$ cat config.mk
export PLATFORM = sky130hd
export DESIGN_NAME = nestloop
export DESIGN_NICKNAME = d
export VERILOG_FILES = /design/src/rtl/nestloop_pkg.sv /design/src/rtl/nestloop_dim.sv /design/src/rtl/nestloop.sv
export SDC_FILE = /design/constraint.sdc
export NUM_CORES = 1
export LEC_CHECK = 0
export CAP_MARGIN = 20
export CORE_UTILIZATION = 62
export CTS_CLUSTER_DIAMETER = 40
export CTS_CLUSTER_SIZE = 16
export DETAILED_ROUTE_END_ITERATION = 10
export HOLD_SLACK_MARGIN = 0.03
export PLACE_DENSITY = 0.87
export SYNTH_ARGS = -nofsm -noshare
export SYNTH_HDL_FRONTEND = slang
export SYNTH_SLANG_ARGS = --single-unit
$ cat constraint.sdc
create_clock -name clk -period 14.6 [get_ports clk]
set_clock_uncertainty 0.2 [all_clocks]
set_input_delay 1.46 -clock clk [delete_from_list [all_inputs] [get_ports clk]]
set_output_delay 1.46 -clock clk [all_outputs]
set_load 0.05 [all_outputs]
$ cat src/rtl/nestloop_pkg.sv
// Shared state encoding and sizing helpers for the nested loop sequencer.
package nestloop_pkg;

    typedef enum logic [2:0] {
        S_IDLE  = 3'd0,
        S_ISSUE = 3'd1,
        S_WAIT  = 3'd2,
        S_DRAIN = 3'd3,
        S_DONE  = 3'd4
    } state_t;

    // Outstanding-call counter must be able to hold MAX_OUTSTANDING itself.
    function automatic int cnt_width(input int max_out);
        return $clog2(max_out + 1);
    endfunction

endpackage

$ cat src/rtl/nestloop_dim.sv
// One loop dimension: trip counter plus index register that steps by a signed
// stride and reloads its start index when it wraps.
module nestloop_dim
    import nestloop_pkg::*;
#(
    parameter int LEN_DWIDTH = 32,
    parameter int INC_DWIDTH = 16
) (
    input  logic                  clk,
    input  logic                  rst,
    input  logic                  load,
    input  logic [LEN_DWIDTH-1:0] init,
    input  logic [LEN_DWIDTH-1:0] len,
    input  logic [INC_DWIDTH-1:0] inc,
    input  logic                  step_in,
    output logic                  carry_out,
    output logic                  carry_next,
    output logic [LEN_DWIDTH-1:0] idx
);

    localparam logic [LEN_DWIDTH-1:0] ONE = LEN_DWIDTH'(1);

    logic [LEN_DWIDTH-1:0] init_q, len_q, count;
    logic [LEN_DWIDTH-1:0] count_n, idx_n, len_n, inc_ext;
    logic [INC_DWIDTH-1:0] inc_q;

    assign inc_ext   = LEN_DWIDTH'($signed(inc_q));
    assign carry_out = (count == len_q - ONE);

    // carry_next is what carry_out will be after this edge; the top uses it
    // to register ap_last alongside the index it belongs to.
    always_comb begin
        count_n = count;
        idx_n   = idx;
        len_n   = len_q;
        if (load) begin
            count_n = '0;
            idx_n   = init;
            len_n   = len;
        end else if (step_in) begin
            if (carry_out) begin
                count_n = '0;
                idx_n   = init_q;
            end else begin
                count_n = count + ONE;
                idx_n   = idx + inc_ext;
            end
        end
        carry_next = (count_n == len_n - ONE);
    end

    always_ff @(posedge clk) begin
        if (rst) begin
            init_q <= '0;
            len_q  <= '0;
            inc_q  <= '0;
            count  <= '0;
            idx    <= '0;
        end else begin
            count <= count_n;
            idx   <= idx_n;
            if (load) begin
                init_q <= init;
                len_q  <= len;
                inc_q  <= inc;
            end
        end
    end

endmodule

$ cat src/rtl/nestloop.sv
// Nested loop sequencer: walks NUM_DIMS index dimensions and drives one HLS
// function through its ap_* handshake, with bounded pipelined issue.
module nestloop
    import nestloop_pkg::*;
#(
    parameter int NUM_DIMS        = 2,
    parameter int LEN_DWIDTH      = 32,
    parameter int INC_DWIDTH      = 16,
    parameter int ENABLE_PIPELINE = 1,
    parameter int MAX_OUTSTANDING = 8
) (
    input  logic                           clk,
    input  logic                           rst,
    input  logic                           cmd_start,
    input  logic                           cmd_abort,
    input  logic [NUM_DIMS*LEN_DWIDTH-1:0] cmd_loop_init_i,
    input  logic [NUM_DIMS*LEN_DWIDTH-1:0] cmd_loop_len_i,
    input  logic [NUM_DIMS*INC_DWIDTH-1:0] cmd_loop_inc_i,
    input  logic                           cmd_break_en_i,
    output logic                           cmd_loop_idle_o,
    output logic                           cmd_loop_done_o,
    output logic                           cmd_loop_break_o,
    output logic [LEN_DWIDTH-1:0]          cmd_loop_iter_o,
    output logic                           ap_start,
    input  logic                           ap_ready,
    input  logic                           ap_done,
    input  logic                           ap_idle,
    input  logic                           ap_return,
    output logic [NUM_DIMS*LEN_DWIDTH-1:0] ap_idx,
    output logic                           ap_last,
    output logic [3:0]                     dbg_status
);

    localparam int OW = cnt_width(MAX_OUTSTANDING);
    localparam logic [OW-1:0] MAX_EFF = OW'(ENABLE_PIPELINE != 0 ? MAX_OUTSTANDING : 1);

    state_t                state, state_n;
    logic [OW-1:0]         outstanding, out_next;
    logic [LEN_DWIDTH-1:0] iter;
    logic                  start_acc, issue, done_v, dec, brk_evt, any_zero, start_n, brk_q;
    logic [NUM_DIMS-1:0]   chain, carry, carry_n;

    // Handshake: a call is accepted on the cycle ap_start & ap_ready are both
    // high; ap_start and ap_idx stay stable until then (or until a break/abort
    // withdraws the request). ap_done marks one earlier call as finished.
    assign start_acc = (state == S_IDLE) && cmd_start;
    assign issue     = ap_start && ap_ready;
    assign done_v    = ap_done && (state != S_IDLE);
    assign dec       = done_v && ((outstanding != '0) || issue);
    assign out_next  = outstanding + OW'(issue) - OW'(dec);
    assign brk_evt   = ((state == S_ISSUE) || (state == S_WAIT)) &&
                       (cmd_abort || (cmd_break_en_i && ap_done && ap_return));

    always_comb begin
        any_zero = 1'b0;
        for (int k = 0; k < NUM_DIMS; k++) begin
            if (cmd_loop_len_i[k*LEN_DWIDTH +: LEN_DWIDTH] == '0) any_zero = 1'b1;
        end
    end

    assign chain[0] = issue;

    for (genvar k = 0; k < NUM_DIMS; k++) begin : g_dim
        nestloop_dim #(
            .LEN_DWIDTH (LEN_DWIDTH),
            .INC_DWIDTH (INC_DWIDTH)
        ) u_dim (
            .clk        (clk),
            .rst        (rst),
            .load       (start_acc),
            .init       (cmd_loop_init_i[k*LEN_DWIDTH +: LEN_DWIDTH]),
            .len        (cmd_loop_len_i[k*LEN_DWIDTH +: LEN_DWIDTH]),
            .inc        (cmd_loop_inc_i[k*INC_DWIDTH +: INC_DWIDTH]),
            .step_in    (chain[k]),
            .carry_out  (carry[k]),
            .carry_next (carry_n[k]),
            .idx        (ap_idx[k*LEN_DWIDTH +: LEN_DWIDTH])
        );
        if (k < NUM_DIMS - 1) begin : g_carry
            assign chain[k+1] = chain[k] & carry[k];
        end
    end

    always_comb begin
        state_n = state;
        case (state)
            S_IDLE:  if (cmd_start) state_n = any_zero ? S_DONE : S_ISSUE;
            S_ISSUE: begin
                if (brk_evt || (issue && ap_last)) state_n = (out_next == '0) ? S_DONE : S_DRAIN;
                else if (issue && ENABLE_PIPELINE == 0) state_n = S_WAIT;
            end
            S_WAIT: begin
                if (brk_evt) state_n = (out_next == '0) ? S_DONE : S_DRAIN;
                else if (done_v) state_n = S_ISSUE;
            end
            S_DRAIN: if (out_next == '0) state_n = S_DONE;
            S_DONE:  state_n = S_IDLE;
            default: state_n = S_IDLE;
        endcase
        start_n = (state_n == S_ISSUE) && (out_next < MAX_EFF);
    end

    always_ff @(posedge clk) begin
        if (rst) begin
            state       <= S_IDLE;
            outstanding <= '0;
            iter        <= '0;
            brk_q       <= 1'b0;
            ap_start    <= 1'b0;
            ap_last     <= 1'b0;
        end else begin
            state    <= state_n;
            ap_start <= start_n;
            ap_last  <= start_n && (&carry_n);
            if (start_acc) begin
                outstanding <= '0;
                iter        <= '0;
                brk_q       <= 1'b0;
            end else begin
                outstanding <= out_next;
                if (done_v) iter <= iter + LEN_DWIDTH'(1);
                if (brk_evt) brk_q <= 1'b1;
            end
        end
    end

    assign cmd_loop_idle_o  = (state == S_IDLE);
    assign cmd_loop_done_o  = (state == S_DONE);
    assign cmd_loop_break_o = (state == S_DONE) && brk_q;
    assign cmd_loop_iter_o  = iter;
    assign dbg_status       = {ap_idle, state};

endmodule

==> results.cfg, run 1 <==
[clocking]
ctsResizeCount = 0
clk_latency_ns = 0.60
cts_tree = done
cts_buffers = 53
cts_root_buffer = clkbuf_16
cts_max_path_buffers = 3
clock-sinks = 330
cts-htree-levels = 2
hold_buffers = 0
clkTransAtPathRegs_ns = 0.06
postCtsSetupBuffers = 0

[setup_path]
r2r_end = ap_last$_SDFF_PP0_
cp-start-kind = flop
rr_worst_depth = 15
cp-end-kind = flop
worst-r2r-setup-slack_ns = 8.43
cp.arrival_ns = 6.47
rr_startpoint = g_dim[0].u_dim.len_q[4]$_SDFF_PP0_
cp_max_fo = 18
cp.required_ns = 14.90
path_class = flop to flop

[floorplan]
io_pins = 274
dieArea_um2 = 37900
row_count = 70
coreArea_um2 = 36600
start_util_pct = 62.9
dieHeight_um = 195
die_w_um = 195

[synthesis]
netlist_instances = 3042
yosys.area.top_type_share_pct = 28.7
synth_top_cell_by_area = dfxtp_1
synth_async_sr_flop_share_pct = 0
ys_top_cells_by_count = 426 x nand2_1, 330 x dfxtp_1, 287 x nor2_1, 282 x a21oi_1, 154 x xnor2_1
synth.net_count = 3288
yosysMostFrequentCell = nand2_1
synthTopCellsByArea = dfxtp_1 29%, nand2_1 6.9%, a21oi_1 6.1%, xnor2_1 5.9%, xor2_1 5.7%
dominantRegCellSynth = dfxtp_1
synth_cell_types = 96
synth-seq-cells = 330
syn-cell-area_um2 = 23000
synth_seq_area_share_pct = 28.7
yosys_warnings = 0
synth_edf_count = 0
syn_area_per_cell_um2 = 7.57

[detailed_routing]
dr.first_iter.drc_count = 2395
dr.pass1.iters = 6
antenna_left = 0
drc = 0
wl_per_cell_um = 21.5
vias = 24300
drt_wl_total_um = 80000
via_per_inst = 6.55

[flow_run]
maxCapViolCount = 0

[timing]
fin_crit_sh_pct = 42.3
setup_violations = 0
drv_slew = 0
setup_tns_ns = 0
slew_headroom_pct = 25.4
post-route-min-period_ns = 6.17
worst-slew-pin-transition_ns = 1.12
final-hold-violation-count = 0
timing.fmax_ghz = 0.162
fin_hold_ws_ns = 0.253
rsz0062_at_grt = no

[cells_and_area]
area_growth_pct = 19.7
final_cell_area_um2 = 27600
nets = 3447
fillers = 2803
final_cells = 3714
drive_above_1_share_pct = 5.49

[global_route]
grt_antenna_before_repair = 5
track_usage_pct = 40.8
overflow = 0
grt_max_degree = 147
grt_pass1_wl_um = 125000
grt_pass1_vias = 23000

[placement]
hpwlAfterDp_um = 57900
portBuffers = 271
place_area_um2 = 25800
placedCellCount = 3614
gp_congestion = 1.03

[pwr]
peakVddDrop_mv = 0.168
finalPower_mw = 4.62
power_density_nw_per_um2 = 168
leakagePower_nw = 10.5

[worst_hold_path]
whs_endpoint = g_dim[0].u_dim.init_q[2]$_SDFFE_PP0P_
hold_path.class = flop to flop
hold_start = g_dim[0].u_dim.init_q[2]$_SDFFE_PP0P_
holdPathStages = 2

[outcome]
status = complete, no violations
[power by group]
group	total (mW)	leakage [nW]	switching, mW	internal (mW)
logic	2.16	6.91	1.39	0.770
clock network	1.27	0.862	0.513	0.758
registers	1.19	2.70	0.160	1.03
total	4.62	10.5	2.06	2.56
[registers in the layout (all words and copies together) (netlist names)]
signal / cells
g_dim.u_dim.count: 64
brk_q: 1
g_dim.u_dim.len_q: 64
g_dim.u_dim.idx: 64
cmd_loop_iter_o: 32
state: 3
g_dim.u_dim.init_q: 64
ap_start: 1
outstanding: 4
ap_last: 1
g_dim.u_dim.inc_q: 32
[logic make-up (layout without fill, tap and decap cells)]
group,Yosys count,after routing,share of synthesized area (%)
buffers and inverters,245,446,4.34
AND/OR/NAND/NOR,1290,1290,27.5
adder cells (fa/ha/maj),77,77,4.28
flip-flops,330,330,28.7
AO/OA/AOI/OAI,716,716,19.9
XOR/XNOR,308,308,12.0
other,0,3,0
multiplexers,76,76,3.33
[critical path, cell delays in order (launching register included)]
cell and delay, ns:
dfxtp_1 0.42, nor3_2 0.55, nand4_1 0.60, or3_1 0.55, o22ai_1 0.15, mux2i_1 0.12, buf_4 0.18, or4_1 0.89
nor2_2 0.80, nor2_1 0.16, buf_4 0.28, a22oi_1 0.22, o21ai_1 0.10, a2111oi_2 0.37, nand4_1 0.16, nor4_2 0.29
[routing by layer]
layer / GRT usage (%) / vias to the layer above / routed length (µm)
met5: 0 / - / 18
met4: 22.5 / 2 / 4200
met1: 50.2 / 11500 / 31200
met2: 66.7 / 1344 / 36800
li1: - / 11200 / -
met3: 8.54 / 281 / 7750
[worst max-delay path by stage]
| stage | startpoint | endpoint | cells past startpoint | slack, ns |
|---|---|---|---|---|
| 3_3_place_gp | cmd_start | ap_last$_SDFF_PP0_ | 19 | 8.15 |
| 4_1_cts | cmd_start | ap_last$_SDFF_PP0_ | 19 | 8.53 |
| 6_report | g_dim[0].u_dim.len_q[4]$_SDFF_PP0_ | ap_last$_SDFF_PP0_ | 15 | 8.43 |
| 2_1_floorplan | cmd_start | ap_last$_SDFF_PP0_ | 25 | 7.54 |
| 5_1_grt | cmd_start | ap_last$_SDFF_PP0_ | 19 | 8.06 |
| 3_5_place_dp | cmd_start | ap_last$_SDFF_PP0_ | 19 | 8.00 |
[layout by cell type, fill, tap and decap left out, types with 72 or more instances in the layout]
| cell type | count |
|---|---|
| a21oi_1 | 282 |
| clkdlybuf4s50_1 | 270 |
| dfxtp_1 | 330 |
| ha_1 | 74 |
| mux2i_1 | 72 |
| nand2_1 | 426 |
| nand3_1 | 101 |
| nor2_1 | 287 |
| nor3_1 | 126 |
| o211ai_1 | 79 |
| o21ai_0 | 95 |
| xnor2_1 | 154 |
| xor2_1 | 150 |
[metrics by stage]
step / utilization [%] / worst slack, ns
finish: 75.3 / 8.43
global route: 75.3 / 8.06
CTS: 75.3 / 8.53
detailed placement: 70.4 / 8.00
global placement: 70.3 / 8.15
floorplan: - / 7.54
[cell type report]
type	count	area (µm²)	share of cell area, %
clock buffers	58	1390	5.02
well taps	468	586	2.12
repair buffers	297	2940	10.7
clock inverters	39	405	1.47
diodes	3	7.51	0.0272
inverters	52	195	0.708
flip-flops and latches	330	6610	24.0
multi-input cells	2467	15400	56.0
No activity file was read; power rests on OpenSTA's default activity.
==> run 2: changes to the inputs <==
--- a/config.mk
+++ b/config.mk
@@ -6,12 +6,12 @@
 export NUM_CORES = 1
 export LEC_CHECK = 0
 export CAP_MARGIN = 20
-export CORE_UTILIZATION = 62
+export CORE_UTILIZATION = 58
 export CTS_CLUSTER_DIAMETER = 40
 export CTS_CLUSTER_SIZE = 16
 export DETAILED_ROUTE_END_ITERATION = 10
 export HOLD_SLACK_MARGIN = 0.03
-export PLACE_DENSITY = 0.87
+export PLACE_DENSITY = 0.82
 export SYNTH_ARGS = -nofsm -noshare
 export SYNTH_HDL_FRONTEND = slang
 export SYNTH_SLANG_ARGS = --single-unit
==> constraint.sdc (replaced) <==
create_clock -name clk -period 5.81 [get_ports clk]
set_clock_uncertainty 0.2 [all_clocks]
set_input_delay 0.581 -clock clk [delete_from_list [all_inputs] [get_ports clk]]
set_output_delay 0.581 -clock clk [all_outputs]
set_load 0.05 [all_outputs]
==> run 2 against run 1 <==
Fmax is 14% higher. First-iteration DRC count is 3.2% lower. Critical path type unchanged. Die area is 6.8% higher. Largest cell class unchanged. Non-clock buffer count is 60 higher. Sequential power grew to 2.5 times the previous value.
==> results.cfg, run 2 (same netlist as run 1, synthesis figures left out) <==
[detailed_routing]
drc = 0
drt_wl_total_um = 83300
dr.first_iter.drc_count = 2318
via_per_inst = 6.40
wl_per_cell_um = 21.8
antenna_left = 0
vias = 24500
dr.pass1.iters = 6

[setup_path]
worst-r2r-setup-slack_ns = 0.40
cp_max_fo = 12
rr_startpoint = g_dim[0].u_dim.len_q[0]$_SDFF_PP0_
r2r_end = ap_last$_SDFF_PP0_
cp-end-kind = flop
cp.arrival_ns = 5.74
cp.required_ns = 6.14
cpMaxStageDelayCell = or4_1
max_stage_delay_ns = 0.78
crit_family = simple AND/OR/NAND/NOR gates
worstSetupStartpoint = g_dim[0].u_dim.len_q[0]$_SDFF_PP0_
path_class = flop to flop
cp-start-kind = flop
critPathBufInv = 3
cpMostUsedCell = buf_4
path_cells = inv_1 -> ha_1 -> or4b_1 -> nor3_1 -> nand4_1 -> a21oi_1 -> nor4_1 -> buf_4 -> or4_1 -> or2_1 -> buf_4 -> nor3_4 -> xnor2_1 -> mux2_1 -> o21ai_0 -> o211ai_1 -> nor4_2
rr_worst_depth = 17

[outcome]
status = complete, no violations

[clocking]
clkTransAtPathRegs_ns = 0.06
cts_buffers = 55
ctsResizeCount = 0
clk_latency_ns = 0.63
clock-sinks = 330
postCtsSetupBuffers = 0
cts_root_buffer = clkbuf_16
cts-htree-levels = 2
hold_buffers = 0
cts_max_path_buffers = 3
cts_tree = done

[pwr]
power_density_nw_per_um2 = 430
leakagePower_nw = 10.9
peakVddDrop_mv = 0.321

[floorplan]
start_util_pct = 59.2
row_count = 72
dieArea_um2 = 40500
io_pins = 274
dieHeight_um = 201
die_w_um = 201
coreArea_um2 = 38900

[worst_hold_path]
hold_path.class = flop to flop
holdPathStages = 2
whs_endpoint = g_dim[0].u_dim.init_q[2]$_SDFFE_PP0P_
hold_start = g_dim[0].u_dim.init_q[2]$_SDFFE_PP0P_

[timing]
rsz0062_at_grt = no
setup_tns_ns = 0
post-route-min-period_ns = 5.41
setup_violations = 0
worst-slew-pin-transition_ns = 1.15
drv_slew = 0
slew_headroom_pct = 22.5
final-hold-violation-count = 0
timing.fmax_ghz = 0.185
fin_crit_sh_pct = 93.0

[cells_and_area]
final_common_cell = nand2_1
area_growth_pct = 23.1
nets = 3509
utilization_pct = 72.8
drive_above_1_share_pct = 7.29
final_cell_mix = 426 x nand2_1, 330 x dfxtp_1, 287 x nor2_1

[global_route]
overflow = 0
grt_pass1_vias = 23700
grt_max_degree = 109
track_usage_pct = 40.0
grt_antenna_before_repair = 5
grt_pass1_wl_um = 130000

[placement]
gp_congestion = 1.00
portBuffers = 271
hpwlAfterDp_um = 61500

[flow_run]
maxCapViolCount = 0
## run 2: changes by cell type in the layout (fill, tap and decap cells not counted), moves of 3 or more
cell / change
buf_4: +56
buf_12: +5
bufinv_16: +5
inv_8: -5
clkbuf_16: +4
clkinvlp_4: -4
clkinv_2: +3
inv_6: -3
## run 2: worst max path at each step
stage,endpoint,slack [ns],cells after the start
after floorplan,ap_last$_SDFF_PP0_,0.01,26
after detailed placement,ap_last$_SDFF_PP0_,0.11,19
after global placement,ap_last$_SDFF_PP0_,0.24,19
after CTS,ap_last$_SDFF_PP0_,0.53,17
final,ap_last$_SDFF_PP0_,0.40,17
after global routing,ap_last$_SDFF_PP0_,0.03,16
## run 2: worst min-delay path: cells and delay by family, from the launching register on
family	cells	cell delay, ns
flops	1	0.31
simple gates	1	0.05
compound gates	1	0.05
## run 2: report_power, final
part	internal (mW)	switching, mW	total [mW]	leakage, nW
sequential	2.60	0.387	2.98	2.70
clock	2.23	1.29	3.53	0.973
combinational	2.10	3.58	5.67	7.21
total	6.93	5.26	12.2	10.9
## run 2: through the flow
step	power, mW	cells	cell area, µm²	setup WS, ns	hold WS, ns
global placement	8.37	3723	26300	0.240	0.237
finish	12.2	3827	28300	0.405	0.255
CTS	12.1	3823	28300	0.526	0.255
global route	12.7	3826	28300	0.0291	0.269
floorplan	6.75	3042	23000	0.0130	0.231
detailed placement	8.49	3723	26300	0.108	0.247
## run 2: cell type report
type                            count  area [µm²]
Inverter                           52         195
Multi-Input combinational cell   2467       15400
Clock inverter                     36         493
Clock buffer                       64        1500
Fill cell                        3064       10600
Timing Repair Buffer              357        3430
Antenna cell                        3        7.51
Sequential cell                   330        6610
Tap cell                          518         648
## run 2: layer usage
layer	up-vias	global-route usage, %	wire [µm]
li1	11400	-	-
met3	275	8.65	7690
met4	2	21.4	4500
met5	-	0	12
met2	1231	65.3	38200
met1	11600	49.1	32900
